<file path="src/rtl/hilo_pkg.sv">
// ----------------------------------------------------------------------------
// hilo_pkg
// Shared definitions for the HI/LO multiply-accumulate unit: operation
// encodings, FSM state encodings, datapath widths and small helpers used
// by the interface, the control FSM and the shift-add core.
// ----------------------------------------------------------------------------
package hilo_pkg;

    // Operand width and shift-add iteration count
    localparam int DATA_W   = 32;
    localparam int MUL_ITER = 32;
    localparam int CNT_W    = $clog2(MUL_ITER);

    // Operation codes carried on OpIn
    typedef logic [2:0] op_t;
    localparam op_t OP_NONE  = 3'b000;
    localparam op_t OP_MULT  = 3'b001;
    localparam op_t OP_MULTU = 3'b010;
    localparam op_t OP_MADD  = 3'b011;
    localparam op_t OP_MSUB  = 3'b100;
    localparam op_t OP_MTHI  = 3'b101;
    localparam op_t OP_MTLO  = 3'b110;
    localparam op_t OP_RSVD  = 3'b111;

    // Control FSM states
    typedef logic [1:0] state_t;
    localparam state_t ST_IDLE = 2'd0;
    localparam state_t ST_MUL  = 2'd1;
    localparam state_t ST_SIGN = 2'd2;
    localparam state_t ST_WB   = 2'd3;

    // Signed multiply variants: the core works on magnitudes and the
    // product is negated afterwards when the operand signs differ.
    function automatic logic is_signed_op(input op_t op);
        return (op == OP_MULT) || (op == OP_MADD) || (op == OP_MSUB);
    endfunction

endpackage

</file>
<file path="src/rtl/hi_lo_mac_unit_if.sv">
// ----------------------------------------------------------------------------
// hi_lo_mac_unit_if
// Request/result bundle between the EX stage and the HI/LO unit.
//   StartIn  : request valid (from ID_EX)
//   OpIn     : operation code (hilo_pkg::OP_*)
//   RD1In    : rs operand
//   RD2In    : rt operand
//   FlushIn  : abort any in-flight operation
//   HiOut    : architectural HI register
//   LoOut    : architectural LO register
//   BusyOut  : stall request to the hazard unit
//   DoneOut  : one-cycle completion pulse
// master drives the request side, slave (the unit) drives the results.
// ----------------------------------------------------------------------------
interface hi_lo_mac_unit_if;
    import hilo_pkg::*;

    logic              StartIn;
    op_t               OpIn;
    logic [DATA_W-1:0] RD1In;
    logic [DATA_W-1:0] RD2In;
    logic              FlushIn;
    logic [DATA_W-1:0] HiOut;
    logic [DATA_W-1:0] LoOut;
    logic              BusyOut;
    logic              DoneOut;

    modport master (
        output StartIn,
        output OpIn,
        output RD1In,
        output RD2In,
        output FlushIn,
        input  HiOut,
        input  LoOut,
        input  BusyOut,
        input  DoneOut
    );

    modport slave (
        input  StartIn,
        input  OpIn,
        input  RD1In,
        input  RD2In,
        input  FlushIn,
        output HiOut,
        output LoOut,
        output BusyOut,
        output DoneOut
    );

endinterface

</file>
<file path="src/rtl/hilo_mul_core.sv">
// ----------------------------------------------------------------------------
// hilo_mul_core
// Radix-2 shift-add unsigned multiplier, one partial product per step.
//   Clk      : clock, rising edge
//   Rst      : asynchronous active-low reset
//   load_i   : capture operands, clear accumulator and iteration counter
//   step_i   : perform one shift-add iteration
//   clr_i    : discard the current operation (flush)
//   mcand_i  : multiplicand (unsigned magnitude)
//   mplier_i : multiplier (unsigned magnitude)
//   prod_o   : 64-bit accumulator, the full product after MUL_ITER steps
//   last_o   : the step being taken this cycle is the final one
// ----------------------------------------------------------------------------
module hilo_mul_core
    import hilo_pkg::*;
(
    input  logic                Clk,
    input  logic                Rst,
    input  logic                load_i,
    input  logic                step_i,
    input  logic                clr_i,
    input  logic [DATA_W-1:0]   mcand_i,
    input  logic [DATA_W-1:0]   mplier_i,
    output logic [2*DATA_W-1:0] prod_o,
    output logic                last_o
);

    logic [2*DATA_W-1:0] acc_q,    acc_d;
    logic [2*DATA_W-1:0] mcand_q,  mcand_d;
    logic [DATA_W-1:0]   mplier_q, mplier_d;
    logic [CNT_W-1:0]    cnt_q,    cnt_d;

    always_comb begin
        acc_d    = acc_q;
        mcand_d  = mcand_q;
        mplier_d = mplier_q;
        cnt_d    = cnt_q;
        if (clr_i) begin
            acc_d    = '0;
            mcand_d  = '0;
            mplier_d = '0;
            cnt_d    = '0;
        end else if (load_i) begin
            acc_d    = '0;
            mcand_d  = {{DATA_W{1'b0}}, mcand_i};
            mplier_d = mplier_i;
            cnt_d    = '0;
        end else if (step_i) begin
            // Multiplicand walks left while the multiplier walks right, so
            // bit 0 of the multiplier always selects the current weight.
            if (mplier_q[0]) begin
                acc_d = acc_q + mcand_q;
            end
            mcand_d  = mcand_q << 1;
            mplier_d = mplier_q >> 1;
            cnt_d    = cnt_q + 1'b1;
        end
    end

    always_ff @(posedge Clk or negedge Rst) begin
        if (!Rst) begin
            acc_q    <= '0;
            mcand_q  <= '0;
            mplier_q <= '0;
            cnt_q    <= '0;
        end else begin
            acc_q    <= acc_d;
            mcand_q  <= mcand_d;
            mplier_q <= mplier_d;
            cnt_q    <= cnt_d;
        end
    end

    assign prod_o = acc_q;
    assign last_o = step_i && (cnt_q == CNT_W'(MUL_ITER - 1));

endmodule

</file>
<file path="src/rtl/hi_lo_mac_unit.sv">
// ----------------------------------------------------------------------------
// hi_lo_mac_unit
// Multi-cycle HI/LO unit: MULT, MULTU, MADD, MSUB through a 32-step
// shift-add core, plus single-cycle MTHI/MTLO. A multiply accepted at
// edge k updates HI/LO at edge k+34 (1 load, 32 steps, 1 sign fix-up,
// 1 write-back is folded into the last edge).
//   Clk : clock, rising edge
//   Rst : asynchronous active-low reset
//   bus : hi_lo_mac_unit_if.slave
//         StartIn/OpIn/RD1In/RD2In/FlushIn in,
//         HiOut/LoOut/BusyOut/DoneOut out
// ----------------------------------------------------------------------------
module hi_lo_mac_unit
    import hilo_pkg::*;
(
    input  logic            Clk,
    input  logic            Rst,
    hi_lo_mac_unit_if.slave bus
);

    state_t                state_q, state_d;
    op_t                   op_q,    op_d;
    logic                  neg_q,   neg_d;
    logic [2*DATA_W-1:0]   prod_q,  prod_d;
    logic [DATA_W-1:0]     hi_q,    hi_d;
    logic [DATA_W-1:0]     lo_q,    lo_d;
    logic                  done_q,  done_d;

    logic                  core_load;
    logic                  core_step;
    logic                  core_clr;
    logic                  core_last;
    logic [2*DATA_W-1:0]   core_prod;
    logic                  op_signed;
    logic [DATA_W-1:0]     mag_rs;
    logic [DATA_W-1:0]     mag_rt;

    // Absolute value of a two's-complement operand when the op is signed;
    // the most negative value maps to 2^31, which is still exact unsigned.
    function automatic logic [DATA_W-1:0] magnitude(
        input logic signed [DATA_W-1:0] v,
        input logic                     use_sign
    );
        if (use_sign && (v < 0)) begin
            return $unsigned(-v);
        end
        return $unsigned(v);
    endfunction

    function automatic logic [2*DATA_W-1:0] apply_sign(
        input logic [2*DATA_W-1:0] p,
        input logic                neg
    );
        return neg ? (~p + 64'd1) : p;
    endfunction

    // All HI/LO arithmetic wraps modulo 2^64.
    function automatic logic [2*DATA_W-1:0] wb_result(
        input op_t                 op,
        input logic [2*DATA_W-1:0] hilo,
        input logic [2*DATA_W-1:0] p
    );
        case (op)
            OP_MADD: return hilo + p;
            OP_MSUB: return hilo - p;
            default: return p;
        endcase
    endfunction

    assign op_signed = is_signed_op(bus.OpIn);
    assign mag_rs    = magnitude(bus.RD1In, op_signed);
    assign mag_rt    = magnitude(bus.RD2In, op_signed);

    hilo_mul_core u_core (
        .Clk      (Clk),
        .Rst      (Rst),
        .load_i   (core_load),
        .step_i   (core_step),
        .clr_i    (core_clr),
        .mcand_i  (mag_rs),
        .mplier_i (mag_rt),
        .prod_o   (core_prod),
        .last_o   (core_last)
    );

    always_comb begin
        state_d   = state_q;
        op_d      = op_q;
        neg_d     = neg_q;
        prod_d    = prod_q;
        hi_d      = hi_q;
        lo_d      = lo_q;
        done_d    = 1'b0;
        core_load = 1'b0;
        core_step = 1'b0;
        core_clr  = 1'b0;

        case (state_q)
            ST_IDLE: begin
                // A flush in the same cycle wins: nothing is accepted.
                if (bus.StartIn && !bus.FlushIn) begin
                    case (bus.OpIn)
                        OP_MULT, OP_MULTU, OP_MADD, OP_MSUB: begin
                            core_load = 1'b1;
                            op_d      = bus.OpIn;
                            neg_d     = op_signed &&
                                        (bus.RD1In[DATA_W-1] ^ bus.RD2In[DATA_W-1]);
                            state_d   = ST_MUL;
                        end
                        OP_MTHI: begin
                            hi_d   = bus.RD1In;
                            done_d = 1'b1;
                        end
                        OP_MTLO: begin
                            lo_d   = bus.RD1In;
                            done_d = 1'b1;
                        end
                        OP_NONE, OP_RSVD: begin
                        end
                    endcase
                end
            end

            ST_MUL: begin
                if (bus.FlushIn) begin
                    core_clr = 1'b1;
                    state_d  = ST_IDLE;
                end else begin
                    core_step = 1'b1;
                    if (core_last) begin
                        state_d = ST_SIGN;
                    end
                end
            end

            ST_SIGN: begin
                if (bus.FlushIn) begin
                    core_clr = 1'b1;
                    state_d  = ST_IDLE;
                end else begin
                    prod_d  = apply_sign(core_prod, neg_q);
                    state_d = ST_WB;
                end
            end

            ST_WB: begin
                // Flush here drops the write and the completion pulse.
                if (!bus.FlushIn) begin
                    {hi_d, lo_d} = wb_result(op_q, {hi_q, lo_q}, prod_q);
                    done_d       = 1'b1;
                end
                core_clr = 1'b1;
                state_d  = ST_IDLE;
            end

            default: begin
                state_d = ST_IDLE;
            end
        endcase
    end

    always_ff @(posedge Clk or negedge Rst) begin
        if (!Rst) begin
            state_q <= ST_IDLE;
            op_q    <= OP_NONE;
            neg_q   <= 1'b0;
            prod_q  <= '0;
            hi_q    <= '0;
            lo_q    <= '0;
            done_q  <= 1'b0;
        end else begin
            state_q <= state_d;
            op_q    <= op_d;
            neg_q   <= neg_d;
            prod_q  <= prod_d;
            hi_q    <= hi_d;
            lo_q    <= lo_d;
            done_q  <= done_d;
        end
    end

    assign bus.HiOut   = hi_q;
    assign bus.LoOut   = lo_q;
    assign bus.BusyOut = (state_q != ST_IDLE);
    assign bus.DoneOut = done_q;

endmodule

</file>
<file path="src/flat_wrapper.sv">
// flat-port wrapper written by rule: the top's interface ports become plain ports
module hi_lo_mac_unit_flat import hilo_pkg::*;
  (Clk, Rst, bus_StartIn, bus_OpIn, bus_RD1In, bus_RD2In, bus_FlushIn, bus_HiOut, bus_LoOut, bus_BusyOut, bus_DoneOut);
  hi_lo_mac_unit_if bus_i ();
  input  logic Clk;
  input  logic Rst;
  input wire logic [$bits(bus_i.StartIn)-1:0] bus_StartIn;
  input wire logic [$bits(bus_i.OpIn)-1:0] bus_OpIn;
  input wire logic [$bits(bus_i.RD1In)-1:0] bus_RD1In;
  input wire logic [$bits(bus_i.RD2In)-1:0] bus_RD2In;
  input wire logic [$bits(bus_i.FlushIn)-1:0] bus_FlushIn;
  output wire logic [$bits(bus_i.HiOut)-1:0] bus_HiOut;
  output wire logic [$bits(bus_i.LoOut)-1:0] bus_LoOut;
  output wire logic [$bits(bus_i.BusyOut)-1:0] bus_BusyOut;
  output wire logic [$bits(bus_i.DoneOut)-1:0] bus_DoneOut;
  assign bus_i.StartIn = bus_StartIn;
  assign bus_i.OpIn = bus_OpIn;
  assign bus_i.RD1In = bus_RD1In;
  assign bus_i.RD2In = bus_RD2In;
  assign bus_i.FlushIn = bus_FlushIn;
  assign bus_HiOut = bus_i.HiOut;
  assign bus_LoOut = bus_i.LoOut;
  assign bus_BusyOut = bus_i.BusyOut;
  assign bus_DoneOut = bus_i.DoneOut;
  hi_lo_mac_unit u_core (.Clk(Clk), .Rst(Rst), .bus(bus_i));
endmodule
</file>
<file path="config.mk">
export PLATFORM = sky130hd
export DESIGN_NAME = hi_lo_mac_unit_flat
export DESIGN_NICKNAME = d
export VERILOG_FILES = /design/src/rtl/hilo_pkg.sv /design/src/rtl/hi_lo_mac_unit_if.sv /design/src/rtl/hilo_mul_core.sv /design/src/rtl/hi_lo_mac_unit.sv /design/src/flat_wrapper.sv
export SDC_FILE = /design/constraint.sdc
export NUM_CORES = 1
export LEC_CHECK = 0
export ABC_CLOCK_PERIOD_IN_PS = 7380
export CAP_MARGIN = 20
export CORE_UTILIZATION = 65
export DETAILED_ROUTE_END_ITERATION = 10
export HOLD_SLACK_MARGIN = 0.03
export PLACE_DENSITY = 0.9
export SLEW_MARGIN = 20
export SYNTH_ARGS = -nofsm -noshare
export SYNTH_HDL_FRONTEND = slang
export SYNTH_SLANG_ARGS = --single-unit
</file>
<file path="constraint.sdc">
create_clock -name Clk -period 7.38 [get_ports Clk]
set_input_delay 1.845 -clock Clk [delete_from_list [all_inputs] [get_ports Clk]]
set_output_delay 1.845 -clock Clk [all_outputs]
set_load 0.005 [all_outputs]
</file>
==> run_results.csv <==
group,metric,value,unit
grt,grt_util_all_layers,43.0,%
grt,grt_antenna_before_repair,0,
clocking,postCtsResizedCells,0,
layout,nFillCells,2714,
worst_setup_path,reg2reg_depth,18,
worst_setup_path,required,7.81,ns
hold_path,hold_depth,1,
route,detail-route-antenna-nets,0,
layout,multi_input_area,0.0163,mm2
layout,instances_no_fill,3731,
worst_setup_path,worst_setup_path_start_kind,"flop",
outcome,violations,"DRC",
place,hpwl,60700,um
synthesis,syn-num-nets,3417,
sta,maxSlewViolCount,0,
route,vias_per_cell,6.88,
route,routed_wl,84300,um
clocking,cts_made_buffers,36,
place,port_buffers,136,
layout,syn2layout_area_growth,11.2,%
floorplanning,die_h,197,um
sta,holdWs,0.509,ns
worst_setup_path,critical_path_class,"reg -> reg",
sta,hold_viol,0,
power_and_ir_drop,p_total,0.0101,W
worst_setup_path,crit_slowest_cell,"nor4_1",
synthesis,synth_ff_type,"dfrtp_1",
layout,layout-drive-gt1-share,3.69,%
floorplanning,die_area,0.0387,mm2
synthesis,synthCells,3208,
worst_setup_path,worst_setup_path_end_kind,"flop",
sta,period_needed,5.87,ns
sta,max-slew-margin-rel,29.1,%
synthesis,synth.cell_area,0.0247,mm2
sta,fin_skew,0.0275,ns
worst_setup_path,max_stage_delay,0.68,ns
floorplanning,initial_core_util,66.7,%
clocking,ctsHoldBuffers,0,
clocking,cts_tree,"yes",
worst_setup_path,path_delay_family,"simple AND/OR/NAND/NOR gates",
worst_setup_path,worstPathMaxFanout,10,
power_and_ir_drop,leakagePower,11.8,nW
layout,fin_nets,3409,
outcome,status,"finished, violations left",
layout,seqCellArea,0.00751,mm2
floorplanning,die_x,197,um
clocking,cts_buffer_depth,3,
clocking,clk_latency,0.57,ns
place,dp_cells,3665,
grt,first_global_vias,23976,
sta,fmax,0.170,GHz
power_and_ir_drop,irDropWorstVdd,0.279,mV
synthesis,async_flop_share,100,%
sta,fin_crit_sh,79.5,%
hold_path,hold_path.class,"reg -> reg",
hold_path,min_to,"u_core.u_core.mplier_q[31]$_DFFE_PN0P_",
place,place.gp.congestion,1.07,
route,wl_per_cell,22.6,um
sta,final.setup.tns,0,ns
hold_path,min_from,"u_core.u_core.mplier_q[31]$_DFFE_PN0P_",
floorplanning,core,0.0370,mm2
worst_setup_path,arrival,6.29,ns
worst_setup_path,crit_chain,"nor4_1 -> nand2_1 -> nor4b_1 -> and3_1 -> nand2b_1 -> or3_1 -> o21ai_0 -> xor2_1 -> ha_1 -> and3_1 -> a221o_1 -> a21oi_1 -> nor2_1 -> a211oi_1 -> a21boi_0 -> or3_1 -> a31oi_1 -> o22ai_1",
floorplanning,pin_count,137,
worst_setup_path,reg2reg_from,"u_core.prod_q[4]$_DFFE_PN0P_",
grt,grt-ovfl-total,0,
synthesis,ys_ff_latch,300,
worst_setup_path,r2r_setup_slack,1.51,ns
clocking,root_buffer,"clkbuf_16",
worst_setup_path,worstReg2RegEnd,"u_core.bus.HiOut[27]$_DFFE_PN0P_",
synthesis,yosysSeqAreaShare,30.4,%
power_and_ir_drop,cellPowerDensity,369,mW/mm2
sta,rsz0062_at_grt,"no",
sta,finalSetupViolations,0,
route,first_iter_violations,3364,
layout,diodes,0,
worst_setup_path,worstPathBufferInverterCount,0,
run,cap_viol_max_count,0,
synthesis,syn_avg_cell_area,7.69,um2
sta,tightest_slew,1.06,ns
clocking,cts.sinks,300,
route,drc,1,
route,firstDrtPassIters,10,
clocking,cts.reportedPaths.clkPinSlew,0.06,ns
synthesis,synth_cell_types,80,
clocking,cts_setup_buffers,0,
synthesis,synth-edff-count,0,
route,vias,25662,
synthesis,yosys_warnings,0,
floorplanning,num_rows,70,
grt,grt_max_degree,145,
clocking,htree_levels,2,
grt,grt_first_pass_wirelength,131000,um
==> synthesized netlist by cell type, types with 50 or more instances <==
| library cell | instances | share of area (%) |
|---|---|---|
| nand2_1 | 596 | 9.1 |
| nand4_1 | 50 | 1.3 |
| clkbuf_1 | 185 | 2.8 |
| inv_1 | 61 | 0.93 |
| a21oi_1 | 301 | 6.1 |
| a311oi_1 | 67 | 2.4 |
| xnor2_1 | 127 | 4.5 |
| a21o_1 | 87 | 2.6 |
| o21ai_0 | 257 | 5.2 |
| dfrtp_1 | 300 | 30 |
| ha_1 | 136 | 6.9 |
| nor2_1 | 256 | 3.9 |
| o31ai_1 | 55 | 1.7 |
| xor2_1 | 162 | 5.8 |
==> per-stage QoR <==
step	instance area, um2	setup WS, ns	util (%)
4_1_cts	27400	1.71	74.1
3_5_place_dp	26100	1.86	70.7
2_1_floorplan	24700	2.67	-
5_1_grt	27400	1.24	74.2
6_report	27400	1.51	74.2
3_3_place_gp	26100	1.91	70.7
==> registers in the layout, summed over array words and instances (netlist names) <==
name and cells:
u_core.bus.LoOut 32, u_core.state_q 2, u_core.bus.DoneOut 1, u_core.neg_q 1, u_core.u_core.prod_o 64, u_core.u_core.mplier_q 32
u_core.u_core.mcand_q 64, u_core.u_core.cnt_q 5, u_core.prod_q 64, u_core.op_q 3, u_core.bus.HiOut 32
==> worst max-delay path by stage <==
stage | startpoint | to | slack (ns) | cells past startpoint
floorplan | u_core.prod_q[12]$_DFFE_PN0P_ | u_core.bus.HiOut[27]$_DFFE_PN0P_ | 2.67 | 19
global placement | u_core.prod_q[12]$_DFFE_PN0P_ | u_core.bus.HiOut[31]$_DFFE_PN0P_ | 1.91 | 18
detailed placement | u_core.prod_q[12]$_DFFE_PN0P_ | u_core.bus.HiOut[27]$_DFFE_PN0P_ | 1.86 | 18
CTS | u_core.prod_q[4]$_DFFE_PN0P_ | u_core.bus.HiOut[27]$_DFFE_PN0P_ | 1.71 | 18
global route | u_core.prod_q[2]$_DFFE_PN0P_ | u_core.bus.HiOut[23]$_DFFE_PN0P_ | 1.24 | 18
finish | u_core.prod_q[4]$_DFFE_PN0P_ | u_core.bus.HiOut[27]$_DFFE_PN0P_ | 1.51 | 18
==> cell usage in the layout (no fill, tap or decap), drive strengths merged, types with 9 or more instances in the layout <==
master / instances
o21a: 18
a21oi: 301
o31ai: 56
clkdlybuf4s50: 135
o21ai: 269
a21boi: 11
mux2i: 16
clkbuf: 51
nand3: 43
o22ai: 14
nor2: 256
and2: 17
o41ai: 22
a311oi: 67
nand2b: 15
xor2: 162
and3: 19
nor3: 50
inv: 61
or3: 32
a31oi: 31
nand4: 50
o211ai: 38
or2: 10
or4: 23
nor2b: 15
ha: 136
dfrtp: 300
a211oi: 19
o211a: 9
nand2: 596
clkinv: 9
a21o: 87
o21bai: 33
xnor2: 127
buf: 20
nor4: 20
==> per-layer routing <==
| metal | up-vias | wire [um] | global-route usage (%) | share of wire [%] |
|---|---|---|---|---|
| li1 | 11526 | - | - | - |
| met1 | 12096 | 33900 | 60.7 | 40 |
| met2 | 1769 | 36200 | 64.1 | 43 |
| met3 | 271 | 10200 | 7.84 | 12 |
| met4 | 0 | 4070 | 19.9 | 4.8 |
| met5 | - | 0 | 0 | 0 |
==> cell families (layout without fill, tap and decap cells) <==
group / count (synthesis) / after routing / synth area share [%]
DFF: 300 / 300 / 30.4
and+or+nand+nor: 1163 / 1163 / 20.9
adders and majority gates: 138 / 138 / 7.06
xor gates and xnor gates: 289 / 289 / 10.3
AOI/OAI and AO/OA: 1037 / 1037 / 26.6
buffers and inverters: 262 / 281 / 3.99
muxes: 19 / 19 / 0.786
==> worst reg2reg max path, delay by kind of cell (launching register included) <==
family	cells	cell delay [ns]
flip-flops	1	0.43
adder cells (fa/ha/maj)	1	0.36
AO/OA/AOI/OAI	7	1.56
XOR/XNOR	1	0.20
AND/OR/NAND/NOR	9	3.17
==> power by group <==
part,internal (W),leakage [nW],switching [W]
Combinational,0.00216,7.20,0.00341
Sequential,0.00206,3.98,0.000594
Clock,0.00115,0.623,0.000761
==> layout make-up <==
| type | count | area share (%) |
|---|---|---|
| tap | 504 | 2.30 |
| multi-input combinational | 2646 | 59.2 |
| inverter | 61 | 0.835 |
| clock buffer | 51 | 3.86 |
| clock inverter | 14 | 0.775 |
| timing repair buffer | 155 | 5.62 |
| sequential | 300 | 27.4 |
(Power assumes the default switching activity.)
